[config.mk]
export PLATFORM = sky130hd
export DESIGN_NAME = in_service_control
export DESIGN_NICKNAME = d
export VERILOG_FILES = /design/src/rtl/pic_pkg.sv /design/src/rtl/isr_rotating_scan.sv /design/src/rtl/in_service_control.sv
export SDC_FILE = /design/constraint.sdc
export NUM_CORES = 1
export LEC_CHECK = 0
export CORE_UTILIZATION = 59
export DETAILED_ROUTE_END_ITERATION = 10
export PLACE_DENSITY = 0.92
export SETUP_SLACK_MARGIN = 0.02
export SLEW_MARGIN = 20
export SYNTH_ARGS = -nofsm -noshare
export SYNTH_HDL_FRONTEND = slang
export SYNTH_SLANG_ARGS = --single-unit
[constraint.sdc]
create_clock -name clk -period 12.33 [get_ports clk]
set_input_delay 2.466 -clock clk [delete_from_list [all_inputs] [get_ports clk]]
set_output_delay 2.466 -clock clk [all_outputs]
set_load 0.005 [all_outputs]
[src/rtl/pic_pkg.sv]
// rtl/pic_pkg.sv - shared constants and types for the 8259 PIC datapath
package pic_pkg;

  localparam int NUM_IRQ = 8;
  localparam logic [2:0] SPURIOUS_LEVEL_DEFAULT = 3'd7;

  typedef enum logic [2:0] {
    IDLE,
    REQ,
    ACK1,
    ACK1_LOW,
    ACK2
  } state_e;

  typedef enum logic {
    EOI_NONSPECIFIC = 1'b0,
    EOI_SPECIFIC    = 1'b1
  } eoi_type_e;

endpackage

[src/rtl/isr_rotating_scan.sv]
// rtl/isr_rotating_scan.sv - picks the in-service bit a rotating non-specific EOI clears
module isr_rotating_scan
  import pic_pkg::*;
(
  input  logic [NUM_IRQ-1:0] isr,
  input  logic [NUM_IRQ-1:0] last_serviced,
  output logic [NUM_IRQ-1:0] clear_bit
);

  logic [2:0] start;
  logic [2:0] idx;

  // Encode the one-hot lowest-priority marker into a level number.
  always_comb begin
    start = '0;
    for (int i = 0; i < NUM_IRQ; i++) begin
      if (last_serviced[i]) start = 3'(i);
    end
  end

  // Walk upward from the level after the marker, wrapping; the nearest set bit wins.
  always_comb begin
    clear_bit = '0;
    idx       = '0;
    for (int k = NUM_IRQ - 1; k >= 0; k--) begin
      idx = start + 3'(k) + 3'd1;
      if (isr[idx]) begin
        clear_bit      = '0;
        clear_bit[idx] = 1'b1;
      end
    end
  end

endmodule

[src/rtl/in_service_control.sv]
// rtl/in_service_control.sv - INT/INTA sequencing, in-service register and EOI handling
module in_service_control #(
  parameter int         NUM_IRQ        = pic_pkg::NUM_IRQ,
  parameter logic [2:0] SPURIOUS_LEVEL = pic_pkg::SPURIOUS_LEVEL_DEFAULT
) (
  input  logic               clk,
  input  logic               rst,
  input  logic [NUM_IRQ-1:0] priority_req,
  input  logic [2:0]         priority_id,
  input  logic               inta,
  input  logic [4:0]         vector_base,
  input  logic               aeoi,
  input  logic               rotate_mode,
  input  logic               eoi_cmd,
  input  logic               eoi_specific,
  input  logic [2:0]         eoi_level,
  output logic               int_out,
  output logic [NUM_IRQ-1:0] isr,
  output logic [NUM_IRQ-1:0] last_serviced,
  output logic [NUM_IRQ-1:0] clear_irr,
  output logic [7:0]         vector_out,
  output logic               vector_valid
);
  import pic_pkg::*;

  state_e             state, state_n;
  logic               inta_q, rise_p, fall_p;
  logic [2:0]         id_q;
  logic               spurious_q;
  logic               ack_take, load_vector, ack_done;
  logic [NUM_IRQ-1:0] set_vec, aeoi_clear, eoi_clear, scan_bit;

  isr_rotating_scan u_scan (
    .isr          (isr),
    .last_serviced(last_serviced),
    .clear_bit    (scan_bit)
  );

  // Edge pulses on inta, registered so the FSM acts one cycle after detection.
  always_ff @(posedge clk) begin
    if (rst) begin
      inta_q <= 1'b0;
      rise_p <= 1'b0;
      fall_p <= 1'b0;
    end else begin
      inta_q <= inta;
      rise_p <= inta & ~inta_q;
      fall_p <= ~inta & inta_q;
    end
  end

  // Acknowledge sequencing plus the set/clear requests each state produces.
  always_comb begin
    state_n     = state;
    ack_take    = 1'b0;
    load_vector = 1'b0;
    ack_done    = 1'b0;
    case (state)
      IDLE:     if (priority_req != '0 && !inta) state_n = REQ;
      REQ:      if (rise_p) begin
                  state_n  = ACK1;
                  ack_take = 1'b1;
                end
      ACK1:     if (fall_p) state_n = ACK1_LOW;
      ACK1_LOW: if (rise_p) begin
                  state_n     = ACK2;
                  load_vector = 1'b1;
                end
      ACK2:     if (fall_p) begin
                  state_n  = IDLE;
                  ack_done = 1'b1;
                end
      default:  state_n = IDLE;
    endcase
    set_vec    = (ack_take && priority_req != '0) ? (NUM_IRQ'(1) << priority_id) : '0;
    aeoi_clear = (ack_done && aeoi && !spurious_q) ? (NUM_IRQ'(1) << id_q) : '0;
  end

  // EOI selection always looks at the current ISR, before any set this cycle.
  always_comb begin
    eoi_clear = '0;
    if (eoi_cmd) begin
      if (eoi_type_e'(eoi_specific) == EOI_SPECIFIC)
        eoi_clear = isr & (NUM_IRQ'(1) << eoi_level);
      else if (rotate_mode)
        eoi_clear = scan_bit;
      else
        eoi_clear = isr & (~isr + NUM_IRQ'(1));
    end
  end

  assign int_out      = (state == REQ);
  assign vector_valid = (state == ACK2);

  // State, ISR, rotation marker, IRR clear pulse and vector byte.
  always_ff @(posedge clk) begin
    if (rst) begin
      state         <= IDLE;
      isr           <= '0;
      last_serviced <= NUM_IRQ'(1) << (NUM_IRQ - 1);
      clear_irr     <= '0;
      vector_out    <= '0;
      id_q          <= '0;
      spurious_q    <= 1'b0;
    end else begin
      state     <= state_n;
      isr       <= (isr & ~eoi_clear & ~aeoi_clear) | set_vec;
      clear_irr <= set_vec != '0 ? priority_req : '0;
      if (rotate_mode && eoi_clear != '0)
        last_serviced <= eoi_clear;
      else if (rotate_mode && aeoi_clear != '0)
        last_serviced <= aeoi_clear;
      if (ack_take) begin
        id_q       <= (priority_req != '0) ? priority_id : SPURIOUS_LEVEL;
        spurious_q <= (priority_req == '0);
      end
      if (load_vector) vector_out <= {vector_base, id_q};
    end
  end

endmodule

# Word level (Yosys, flattened, before mapping)
# Cells that the tools add are included.
# W data, S select, Z words.
# word_totals
in_bits,26
regBits,42
# op_classes
n_eq_ne,9
n_reduce_logical,25
n_addsub,15
n_lt_le_gt_ge,16
bitwise_logic,13
shift,3
mux,66
# op_table
operator,n
$mux W8,15
$and A8 B8 Y8,4
$lt A3 B4 Y1 const B,8
$reduce_bool A8 Y1,4
$mux W3,10
$add A3 B1 Y3 const B,8
$bmux W1 S3,8
$demux W1 S3,8
$ge A3 B1 Y1 const B,8
$not A8 Y8,3
$shl A1 B3 Y8 const A,3
$mux W1,22
$pmux W3 S5,1
$logic_and A1 B1 Y1,14
$add A3 B3 Y3 const B,4
$add A8 B1 Y8 const B,1
$logic_not A8 Y1,1
$or A8 B8 Y8,1
$add A3 B2 Y3 const B,2
$eq A3 B2 Y1 const B,2
$ne A2 B2 Y1 const B,3
$reduce_and A5 Y1,1
$mux W2,2
$ne A2 B1 Y1 const B,2
8 further kinds,12

# Depth between registers and ports, before layout
# Gate-level depths: netlist of the first run.
# logic_depth
depth_word,28
ltp_mapped,20

# By module
# A second synthesis of the first run with hierarchy kept.
# hier_totals
hier_cells,485
area_unflattened_um2,3746.1
# modules_own_cells
mod,cells_each,area_each_um2,seq_area_each_um2,n_inst
in_service_control,252,2103.3,840.8,1
isr_rotating_scan,233,1642.8,0.0,1

# Worst setup path after synthesis of the first run
# No wires, ideal clock.
# synth_timing
kind,flip-flop to flip-flop
from,register last_serviced[3]
to,register last_serviced[5]
required_ns,12.243
n_path_buf,4
arrival_time_ns,4.644
setup_time_ns,0.087
slack_ns,7.599
stages_incl_launch_ff,19
cell_sequence,dfxtp_1 -> buf_2 -> or2_1 -> o211ai_1 -> buf_2 -> nand2_2 -> clkbuf_1 -> clkbuf_1 -> ha_1 -> clkinv_1 -> nor3_1 -> a22oi_1 -> o211ai_1 -> or4b_1 -> a21o_1 -> o31a_1 -> and4_4 -> a31o_1 -> a221oi_2
# synth_between
elab_chain_len,25
word_cells_on_any_way,90
cone_classes,add/sub: 14; order compare: 16; mux: 49; reduce/logical: 11
# synth_lines
item,line,text
start: declaration,in_service_control.sv:19,"output logic [NUM_IRQ-1:0] last_serviced,"
start signal: assignment,in_service_control.sv:100,last_serviced <= NUM_IRQ'(1) << (NUM_IRQ - 1);
start signal: assignment,in_service_control.sv:110,last_serviced <= eoi_clear;
start signal: assignment,in_service_control.sv:112,last_serviced <= aeoi_clear;
$mux W2 *,isr_rotating_scan.sv:17,if (last_serviced[i]) start = 3'(i);
$mux W3 * (4 in series),isr_rotating_scan.sv:17,
$add A3 B3 Y3,isr_rotating_scan.sv:26,idx = start + 3'(k) + 3'd1;
$add A3 B1 Y3,isr_rotating_scan.sv:26,
$lt A3 B4 Y1 (implied by the code) / $ge A3 B1 Y1 (equally long branches),isr_rotating_scan.sv:29,clear_bit[idx] = 1'b1;
$logic_and A1 B1 Y1 (implied by the code),isr_rotating_scan.sv:29,
$mux W1 (implied by the code),isr_rotating_scan.sv:29,
$demux W1 S3,n/a,
$mux W8 (7 in series),isr_rotating_scan.sv:27,if (isr[idx]) begin
$mux W8 *,isr_rotating_scan.sv:27,
$mux W8 *,in_service_control.sv:85,else if (rotate_mode)
$mux W8 *,in_service_control.sv:83,if (eoi_type_e'(eoi_specific) == EOI_SPECIFIC)
$mux W8 *,in_service_control.sv:82,if (eoi_cmd) begin
$reduce_bool A8 Y1,in_service_control.sv:109,if (rotate_mode && eoi_clear != '0)
$logic_and A1 B1 Y1,in_service_control.sv:109,
$mux W8 / $reduce_bool A2 Y1 (equally long branches),n/a,
# Mark *: on every way between the ends. The rest lies on a longest branch, timed or not. The select of a mux whose other input is x is not followed.
# A chain may end at the register's enable or synchronous reset.

# Worst setup path after layout of the first run
# layout_timing
from,register last_serviced[3]
to,register last_serviced[1]
# The elaborated chain is that of the path after synthesis.

==> impl_results.md, run 1 <==
- Routed Antenna Nets: 0
- Minimum clock period: 6.64 ns
- Top Usage Layer GRT: met2
- CP Max Fanout: 29
- Setup TNS: 0 ns
- Largest net degree at the start of global routing: 40
- VDD IR max: 0.0933 mV
- Leak: 0.00153 uW
- Yosys warns: 0
- Die W: 82.9 microns
- Crit share post-route: 0.539
- Final Skew: 0.00886 ns
- Filler cell count: 490
- CTS clock-pin slew for the worst setup and hold paths: 0.09 ns
- Vias in the first global route: 4,363
- Area leader, netlist: dfxtp_1
- Synthesized cell area: 3860 sq um
- Share of cells above drive strength 1: 0.0384
- Slew HR: 0.348
- Hold worst-path end: rise_p
- Number of flops mapped to enable cells by yosys: 0
- Synth Area in Simple Gates: 0.324
- Register area share after synthesis: 0.218
- Drt wl/cell: 22.1 microns
- N_diodes: 0
- # IOs: 60
- Fin. Hold Viols: 0
- Antenna violations before repair: 0
- Drt first pass iters: 8
- Pins Over Slew Limit: 0
- R2r worst-path depth: 14
- P_int: 310 uW
- Mux share of post-synthesis cell area: 0.0136
- RSZ-0062 raised after global routing: no
- Largest family of logic cells by synthesized area: compound AO/OA/AOI/OAI gates
- Number of H-tree levels: 2
- Hold crit path type: flop to flop
- Estimated wirelength of the detail-placed design: 10.5 mm
- Synth Net Count: 576
- Area Overhead vs Synth: 16.2%
- First-pass GRT wire length: 22.6 mm
- Hold wc startpoint: inta_q
- Final std cell area, no fill: 4490 sq um
- Drt initial violations: 875
- Gate power share: 0.593
- GRT met3 Usage: 0.0835
- Status: completed
- TritonCTS clock tree: done
- Vias per inst: 7.42
- Fmax: 151 MHz
- Clk Latency, worst-skew pair: 0.31 ns
- Remaining global-route overflow: 0
- GRT Overall Usage: 0.405
- Xor/xnor cell area share of the yosys netlist: 0.0250
- Worst endpoint required time: 12.55 ns
- Most used DFF post-synth: dfxtp_1
- Worst-margin pin slew: 0.976 ns
- Synth area leaders: dfxtp_1 22%, nand2_1 6.7%, a21oi_1 6.1%
- Yosys top cell area share: 0.218
- FP Rows: 29
- Worst hold stages: 1
- Drc violations: 0
- Post-CTS setup buffers: 0
- Mapped Avg Cell Area: 7.11 sq um
- Critical path class: flop to flop
- Pwr/cell area: 139 nW/um^2
- Endpoint type of the worst setup path: flop
- Reg2reg setup slack: 5.69 ns
- Reg power frac: 0.254
- Hold-fix buffers at CTS: 0
- Ys async rst share: 0
- Die H: 82.9 microns
- Clock sink total: 42
- Commonest cells in the netlist: 69 x nand2_1, 47 x a21oi_1, 42 x dfxtp_1
- Buffers on Ports: 59
- Grt met2 use: 0.665
- Clk pwr share: 0.153
- Placer Congestion: 1.12
- CP arrival: 6.86 ns
- Post-synthesis cell type count: 77
- Mapped Cells: 543
- Total routed wirelength: 14.4 mm
- P_sw: 313 uW
- Overall via count from detail_route: 4,825
- Final-stage net count: 605
- Adder-cell share of the synthesized area: 0.0227
- Total core area: 6350 sq um
- Startpoint types: flop
- Complex-gate fraction of the synthesized area: 0.335
- Met1 usage: 0.511
- Maxcap violations: 0
- Worst reg2reg endpoint: last_serviced[1]
- Count leader, synth: nand2_1
- Switching share of total power: 0.502
- Placed inst area: 4390 sq um
- Worst r2r src: last_serviced[3]
- Post-CTS Resized: 0
- Maximum root-to-sink buffer count: 2
- Final Setup Violations: 0
- Die Area: 6870 sq um
- Root Driver: clkbuf_8
- Initial Utilization: 0.608
- CTS Buf Count: 5
- Flops & latches, synth: 42
[metrics by stage]
step / setup WS (ns) / util / cells / power (uW) / hold slack, ns
after CTS: 5.90 / 0.706 / 650 / 601 / 0.421
after global placement: 6.21 / 0.692 / 642 / 507 / 0.393
after global routing: 5.29 / 0.706 / 650 / 644 / 0.438
after detailed placement: 5.92 / 0.692 / 642 / 508 / 0.407
final: 5.69 / 0.706 / 650 / 622 / 0.418
after floorplan: 7.60 / - / 543 / 412 / 0.383
[registers in the layout (all words and copies together), names as in the netlist]
| register | count |
|---|---|
| last_serviced | 8 |
| isr | 8 |
| fall_p | 1 |
| rise_p | 1 |
| id_q | 3 |
| spurious_q | 1 |
| state | 3 |
| clear_irr | 8 |
| vector_out | 8 |
| inta_q | 1 |
[cells in the final DEF, fill, tap and decap left out, types with 4 or more instances in the layout]
cell type        count
a2111oi_0            6
a211o_1              5
a211oi_1             5
a21o_1               6
a21oi_1             47
a22oi_1              4
a31oi_1              8
a41oi_1              4
and2_1              17
and3_1               9
clkbuf_8             5
clkdlybuf4s50_1     59
dfxtp_1             42
ha_1                 7
inv_1               14
nand2_1             69
nand2b_1             6
nand3_1             25
nand4_1             10
nor2_1              39
nor2b_1             11
nor3_1              21
nor3b_1              4
nor4_1               8
o2111ai_1            8
o211ai_1            13
o21ai_0             23
o221ai_1             4
o31ai_1              7
or4_1                4
[per-layer routing]
layer / up-vias / routed length [microns]
met4: 0 / 671
met3: 89 / 1770
met5: - / 0
li1: 2128 / -
met2: 410 / 6520
met1: 2198 / 5420
[critical path, cell delays in order, from the launching register on]
cell	delay, ns
dfxtp_1	0.43
or2_1	0.29
o211ai_1	0.73
nand2_2	0.51
ha_1	1.03
clkinv_1	0.47
nor3_1	0.83
a22oi_1	0.24
o21ai_1	0.35
and2_1	0.27
o221ai_1	0.13
or3_1	0.46
and4b_1	0.28
a31o_1	0.26
a221oi_2	0.26
[cell type report]
type                       instances  area, sq um  share of cell area
multi-input combinational        445         2780               0.620
sequential                        42          841               0.187
timing repair buffer              61          606               0.135
tap                               77         96.3              0.0215
clock buffer                       5         68.8              0.0153
inverter                          17         68.8              0.0153
clock inverter                     3         23.8             0.00530
[worst max path at each step]
stage | start | end | slack, ns | depth (start not counted)
finish | last_serviced[3] | last_serviced[1] | 5.69 | 14
floorplan | last_serviced[3] | last_serviced[5] | 7.60 | 18
global route | last_serviced[3] | last_serviced[1] | 5.29 | 14
detailed placement | last_serviced[3] | last_serviced[5] | 5.92 | 14
CTS | last_serviced[3] | last_serviced[5] | 5.90 | 14
global placement | last_serviced[3] | last_serviced[5] | 6.21 | 14
[kinds of logic after synthesis]
family	after synthesis
simple gates	243
compound gates	184
fa+ha+maj	7
buf+inv	56
xor+xnor	7
mux	4
flops	42
[power by group through the flow]
| stage | sequential, uW | combinational [uW] | clock [uW] |
|---|---|---|---|
| after CTS | 157 | 349 | 94.5 |
| after floorplan | 152 | 260 | 0 |
| after detailed placement | 160 | 348 | 0 |
| final | 158 | 369 | 95.3 |
| after global placement | 159 | 348 | 0 |
| after global routing | 159 | 386 | 99.4 |
(Power assumes the default switching activity.)
==> inputs of run 2 (changes only) <==
--- a/config.mk
+++ b/config.mk
@@ -5,9 +5,9 @@
 export SDC_FILE = /design/constraint.sdc
 export NUM_CORES = 1
 export LEC_CHECK = 0
-export CORE_UTILIZATION = 59
+export CORE_UTILIZATION = 55
 export DETAILED_ROUTE_END_ITERATION = 10
-export PLACE_DENSITY = 0.92
+export PLACE_DENSITY = 0.87
 export SETUP_SLACK_MARGIN = 0.02
 export SLEW_MARGIN = 20
 export SYNTH_ARGS = -nofsm -noshare
==> constraint.sdc (replaced) <==
create_clock -name clk -period 6.8 [get_ports clk]
set_input_delay 1.36 -clock clk [delete_from_list [all_inputs] [get_ports clk]]
set_output_delay 1.36 -clock clk [all_outputs]
set_load 0.005 [all_outputs]
==> impl_results.md, run 2 (synthesis results as in run 1) <==
- Worst endpoint required time: 7.00 ns (-5.55 ns)
- Share of cells above drive strength 1: 0.0499 (+0.0115)
- Critical path class: flop to flop
- CP Max Fanout: 26 (-10%)
- CP arrival: 5.77 ns (-1.09 ns)
- Most frequent cells in the layout: 69 x nand2_1, 59 x clkdlybuf4s50_1, 47 x a21oi_1
- Die H: 85.8 microns (+3.5%)
- Hold wc startpoint: inta_q
- Startpoint types: flop
- Maximum root-to-sink buffer count: 2 (unchanged)
- GRT Overall Usage: 0.433 (+0.0282)
- N_diodes: 0 (unchanged)
- # IOs: 60 (unchanged)
- Reg2reg setup slack: 1.23 ns (-4.45 ns)
- CTS Buf Count: 5 (unchanged)
- Antenna violations before repair: 0 (unchanged)
- Setup TNS: 0 ns (unchanged)
- Dpl ws: 1.59 ns (-4.34 ns)
- Estimated wirelength of the detail-placed design: 11.1 mm (+5.9%)
- Post-CTS Resized: 0 (unchanged)
- Total core area: 6790 sq um (+7.0%)
- Leak: 0.00157 uW (+2.8%)
- WHS: 0.437 ns (+0.0187 ns)
- PnR Total Power: 1150 uW (+84%)
- Die Area: 7360 sq um (+7.1%)
- Remaining global-route overflow: 0 (unchanged)
- Drt initial violations: 768 (-12%)
- Clock sink total: 42 (unchanged)
- Pins Over Slew Limit: 0 (unchanged)
- Gate power share: 0.614 (+0.021)
- Vias in the first global route: 4,670 (+7.0%)
- Root Driver: clkbuf_8
- Area Overhead vs Synth: 18.2%
- Worst r2r src: last_serviced[3]
- Placer Congestion: 1.12 (about the same)
- Sequential cell area: 841 sq um (unchanged)
- Drc violations: 0 (unchanged)
- Maxcap violations: 0 (unchanged)
- Crit share post-route: 0.819 (+0.280)
- Clk Latency, worst-skew pair: 0.30 ns (about the same)
- Hold-fix buffers at CTS: 0 (unchanged)
- Largest net degree at the start of global routing: 40 (unchanged)
- Pwr/cell area: 252 nW/um^2 (+81%)
- RSZ-0062 raised after global routing: no
- Post-CTS setup buffers: 0 (unchanged)
- Worst-margin pin slew: 0.930 ns (-0.0456 ns)
- P_int: 581 uW (+88%)
- Vias per inst: 7.21 (-2.9%)
- Final std cell area, no fill: 4560 sq um (+1.7%)
- Initial Utilization: 0.568 (-0.0397)
- FP Rows: 30 (+3.4%)
- VDD IR max: 0.186 mV (+99%)
- Reg power frac: 0.249 (-0.005)
- CP startpoint: last_serviced[3]
- Number of H-tree levels: 2 (unchanged)
- P_sw: 567 uW (+81%)
- Buffers on Ports: 59 (unchanged)
- Final-stage net count: 613 (+1.3%)
- Worst Setup Slack, final: 1.23 ns (-4.45 ns)
- Overall via count from detail_route: 4,880 (+1.1%)
- Area of the multi-input gates: 2780 sq um (unchanged)
- Fmax: 180 MHz (+19%)
- Placed inst area: 4480 sq um (+1.9%)
- Slew HR: 0.376 (+0.0273)
- Fin. Hold Viols: 0 (unchanged)
- Status: completed
- Final Skew: 0.00545 ns (-0.00341 ns)
- Die W: 85.8 microns (+3.5%)
- Drt wl/cell: 22.7 microns (+2.6%)
- Switching share of total power: 0.494 (-0.00828)
- Hold crit path type: flop to flop
- Commonest non-fill, non-tap cell in the layout: nand2_1
- Filler cell count: 564 (+15%)
- CTS clock-pin slew for the worst setup and hold paths: 0.08 ns (about the same)
- First-pass GRT wire length: 24.8 mm (+9.9%)
- Minimum clock period: 5.57 ns (-1.08 ns)
- TritonCTS clock tree: done
- Total routed wirelength: 15.4 mm (+6.8%)
- Endpoint type of the worst setup path: flop
- Final Setup Violations: 0 (unchanged)
- Clk pwr share: 0.137 (-0.016)
- Routed Antenna Nets: 0 (unchanged)
- Drt first pass iters: 8 (unchanged)
## run 2: cell types whose count changed in the layout (fill, tap and decap cells not counted)
cell	delta
clkinv_4	+1
inv_6	-1
clkbuf_1	+1
clkinv_2	+1
clkinvlp_4	-2
buf_4	+8
## run 2: critical path, stage by stage (launching register included)
cell and delay, ns:
dfxtp_1 0.43, or2_1 0.30, o211ai_1 0.73, nand2_2 0.13, buf_4 0.27, ha_1 0.30
xnor2_1 0.77, and4_1 0.33, nor4_2 0.05, buf_4 0.19, a2111oi_0 0.49, a221oi_1 0.21
o2111ai_1 0.43, and4_4 0.32, nand3_2 0.20, a221oi_2 0.32
## run 2: per-stage QoR
| stage | util | std cells |
|---|---|---|
| final | 0.672 | 677 |
| after global routing | 0.672 | 677 |
| after CTS | 0.672 | 677 |
| after detailed placement | 0.659 | 669 |
| after global placement | 0.659 | 669 |
| after floorplan | - | 543 |
## run 2: final timing paths
| kind | endpoint | cells after the start |
|---|---|---|
| worst max register to register | last_serviced[5] | 15 |
| worst max-delay path | last_serviced[5] | 15 |
| worst min-delay path | rise_p | 1 |
| worst min register to register | rise_p | 1 |
## run 2: power by group through the flow
stage / logic (uW) / registers [uW] / clock network [uW]
5_1_grt: 741 / 288 / 168
4_1_cts: 666 / 284 / 159
6_report: 705 / 286 / 157
3_5_place_dp: 662 / 290 / 0
3_3_place_gp: 665 / 288 / 0
2_1_floorplan: 472 / 275 / 0
## run 2: final cells by class
cell class / instances / area share
clock buffer: 6 / 0.0159
clock inverter: 2 / 0.00302
inverter: 17 / 0.0151
multi-input combinational: 445 / 0.610
sequential: 42 / 0.184
tap: 96 / 0.0263
timing repair buffer: 69 / 0.146
## run 2: per-layer routing
metal | vias up | track usage | share of wire
li1 | 2145 | - | -
met1 | 2226 | 0.575 | 0.39
met2 | 405 | 0.660 | 0.43
met3 | 104 | 0.100 | 0.12
met4 | 0 | 0.212 | 0.056
met5 | - | 0 | 0
==> inputs of run 3 (changes only) <==
==> constraint.sdc (replaced) <==
create_clock -name clk -period 5.3 [get_ports clk]
set_input_delay 1.06 -clock clk [delete_from_list [all_inputs] [get_ports clk]]
set_output_delay 1.06 -clock clk [all_outputs]
set_load 0.005 [all_outputs]
==> impl_results.md, run 3 (synthesis results as in run 1) <==
- Buffers on Ports: 59 (unchanged)
- CTS clock-pin slew for the worst setup and hold paths: 0.09 ns (about the same)
- Clock sink total: 42 (unchanged)
- Crit share post-route: 0.885 (+0.0663)
- Worst setup path end: last_serviced[5]
- CTS Buf Count: 5 (unchanged)
- Status: completed
- PnR Total Power: 1530 uW (+33%)
- FP Rows: 30 (unchanged)
- Crit-path slowest cell: ha_1
- Crit path max-delay family: simple AND/OR/NAND/NOR gates
- Worst stage delay on the critical path: 0.56 ns (-0.21 ns)
- Slew HR: 0.417 (+0.0420)
- Vias in the first global route: 4,480 (-4.1%)
- Area of the multi-input gates: 2780 sq um (unchanged)
- CP arrival: 4.91 ns (-0.86 ns)
- Minimum clock period: 4.69 ns (-0.877 ns)
- Total routed wirelength: 15.1 mm (-1.6%)
- Fmax: 213 MHz (+19%)
- Vias per inst: 7.16 (-0.69%)
- Antenna violations before repair: 0 (unchanged)
- Worst r2r src: last_serviced[3]
- Die W: 85.8 microns (unchanged)
- Post-CTS Resized: 0 (unchanged)
- Overall via count from detail_route: 4,918 (+0.78%)
- Clk Latency, worst-skew pair: 0.31 ns (about the same)
- Die Area: 7360 sq um (unchanged)
- Most frequent cells in the layout: 69 x nand2_1, 59 x clkdlybuf4s50_1, 47 x a21oi_1
- Die H: 85.8 microns (unchanged)
- N_diodes: 0 (unchanged)
- Drt initial violations: 779 (+1.4%)
- Switching share of total power: 0.491 (-0.00300)
- P_sw: 749 uW (+32%)
- Drt wl/cell: 22.0 microns (-3.1%)
- Number of H-tree levels: 2 (unchanged)
- WP buf/inv: 2 (unchanged)
- Gate power share: 0.615 (about the same)
- Share of cells above drive strength 1: 0.0677 (+0.0178)
- Filler cell count: 569 (+0.89%)
- CP startpoint: last_serviced[3]
- Pins Over Slew Limit: 0 (unchanged)
- Hold crit path type: flop to flop
- Post-CTS setup buffers: 0 (unchanged)
- Reg power frac: 0.238 (-0.011)
- Area Overhead vs Synth: 20.4%
- Leak: 0.00162 uW (+3.0%)
- Endpoint type of the worst setup path: flop
- Sequential cell area: 841 sq um (unchanged)
- Drt first pass iters: 8 (unchanged)
- Routed Antenna Nets: 0 (unchanged)
- Final Setup Violations: 0 (unchanged)
- Worst Setup Slack, final: 0.609 ns (-0.623 ns)
- Final-stage net count: 623 (+1.6%)
- Setup TNS: 0 ns (unchanged)
- Worst endpoint required time: 5.52 ns (-1.48 ns)
- Dpl ws: 0.777 ns (-0.810 ns)
- Total core area: 6790 sq um (unchanged)
- Hold-fix buffers at CTS: 0 (unchanged)
- CP Max Fanout: 13 (-50%)
- Largest net degree at the start of global routing: 40 (unchanged)
- Reg2reg setup slack: 0.61 ns (-0.62 ns)
- Fin. Hold Viols: 0 (unchanged)
- Worst-margin pin slew: 0.872 ns (-0.0581 ns)
- Maximum root-to-sink buffer count: 2 (unchanged)
- Crit path cell chain: or2_1, o211ai_1, nand2_2, ha_1, clkinv_1, nor3_1, buf_4, a22oi_1, o21ai_1, and2_1, o221ai_1, or3_1, and4b_1, a31o_1, a221oi_2
- VDD IR max: 0.198 mV (+6.8%)
- Commonest non-fill, non-tap cell in the layout: nand2_1
- RSZ-0062 raised after global routing: no
- R2r worst-path depth: 15 (unchanged)
- Startpoint types: flop
- Critical path class: flop to flop
- TritonCTS clock tree: done
- WP depth: 15 (unchanged)
- Root Driver: clkbuf_8
- Remaining global-route overflow: 0 (unchanged)
- GRT Overall Usage: 0.404 (-0.0290)
- Placer Congestion: 1.08 (-3.4%)
- # IOs: 60 (unchanged)
- WHS: 0.409 ns (-0.0279 ns)
- Clk pwr share: 0.148 (+0.011)
- Drc violations: 0 (unchanged)
- Maxcap violations: 0 (unchanged)
- P_int: 777 uW (+34%)
- Final Skew: 0.00749 ns (+0.00205 ns)
- Worst reg2reg endpoint: last_serviced[5]
- Initial Utilization: 0.568 (unchanged)
- First-pass GRT wire length: 23.2 mm (-6.4%)
- Estimated wirelength of the detail-placed design: 11.1 mm (about the same)
- Pwr/cell area: 328 nW/um^2 (+31%)
-- run 3: cell types whose count changed in the layout (fill, tap and decap cells not counted) --
| cell | before | now |
|---|---|---|
| buf_4 | 10 | 20 |
| clkbuf_1 | 1 | 0 |
| clkinv_2 | 1 | 0 |
| clkinvlp_4 | 0 | 1 |
| inv_6 | 1 | 2 |
-- run 3: worst reg2reg max path, stage by stage (launching register included) --
cell and delay [ns]:
dfxtp_1 0.43, or2_1 0.30, o211ai_1 0.23, nand2_2 0.17, ha_1 0.56, clkinv_1 0.36
nor3_1 0.25, buf_4 0.19, a22oi_1 0.11, o21ai_1 0.34, and2_1 0.26, o221ai_1 0.11
or3_1 0.47, and4b_1 0.29, a31o_1 0.28, a221oi_2 0.28
-- run 3: area by class of cell --
| cell class | count | share of cell area |
|---|---|---|
| Multi-Input combinational cell | 445 | 0.599 |
| Sequential cell | 42 | 0.181 |
| Timing Repair Buffer | 79 | 0.159 |
| Tap cell | 96 | 0.0259 |
| Clock buffer | 5 | 0.0148 |
| Inverter | 17 | 0.0148 |
| Clock inverter | 3 | 0.00539 |
-- run 3: power by group through the flow --
stage / clock network, uW / registers, uW / logic [uW]
CTS: 221 / 360 / 885
global placement: 0 / 366 / 893
finish: 226 / 363 / 938
floorplan: 0 / 353 / 605
detailed placement: 0 / 368 / 881
global route: 233 / 364 / 977
-- run 3: worst min-delay path by stage --
stage	from	end	slack, ns	cells after the start
after floorplan	inta_q	rise_p	0.38	1
after global placement	inta_q	rise_p	0.39	1
after detailed placement	inta_q	rise_p	0.40	1
after CTS	inta_q	rise_p	0.41	1
after global routing	inta_q	rise_p	0.45	1
final	inta_q	rise_p	0.41	1
-- run 3: layer usage --
layer | up-vias | track usage | part of all wire
met4 | 0 | 0.209 | 0.052
met2 | 394 | 0.621 | 0.44
met1 | 2274 | 0.536 | 0.39
li1 | 2160 | - | -
met3 | 90 | 0.0818 | 0.12
met5 | - | 0 | 0
-- run 3: per-stage QoR --
| stage | utilization | instances | instance area, sq um |
|---|---|---|---|
| final | 0.684 | 687 | 4650 |
| after detailed placement | 0.670 | 679 | 4550 |
| after global placement | 0.670 | 679 | 4550 |
| after floorplan | - | 543 | 3860 |
| after global routing | 0.684 | 687 | 4650 |
| after CTS | 0.684 | 687 | 4650 |
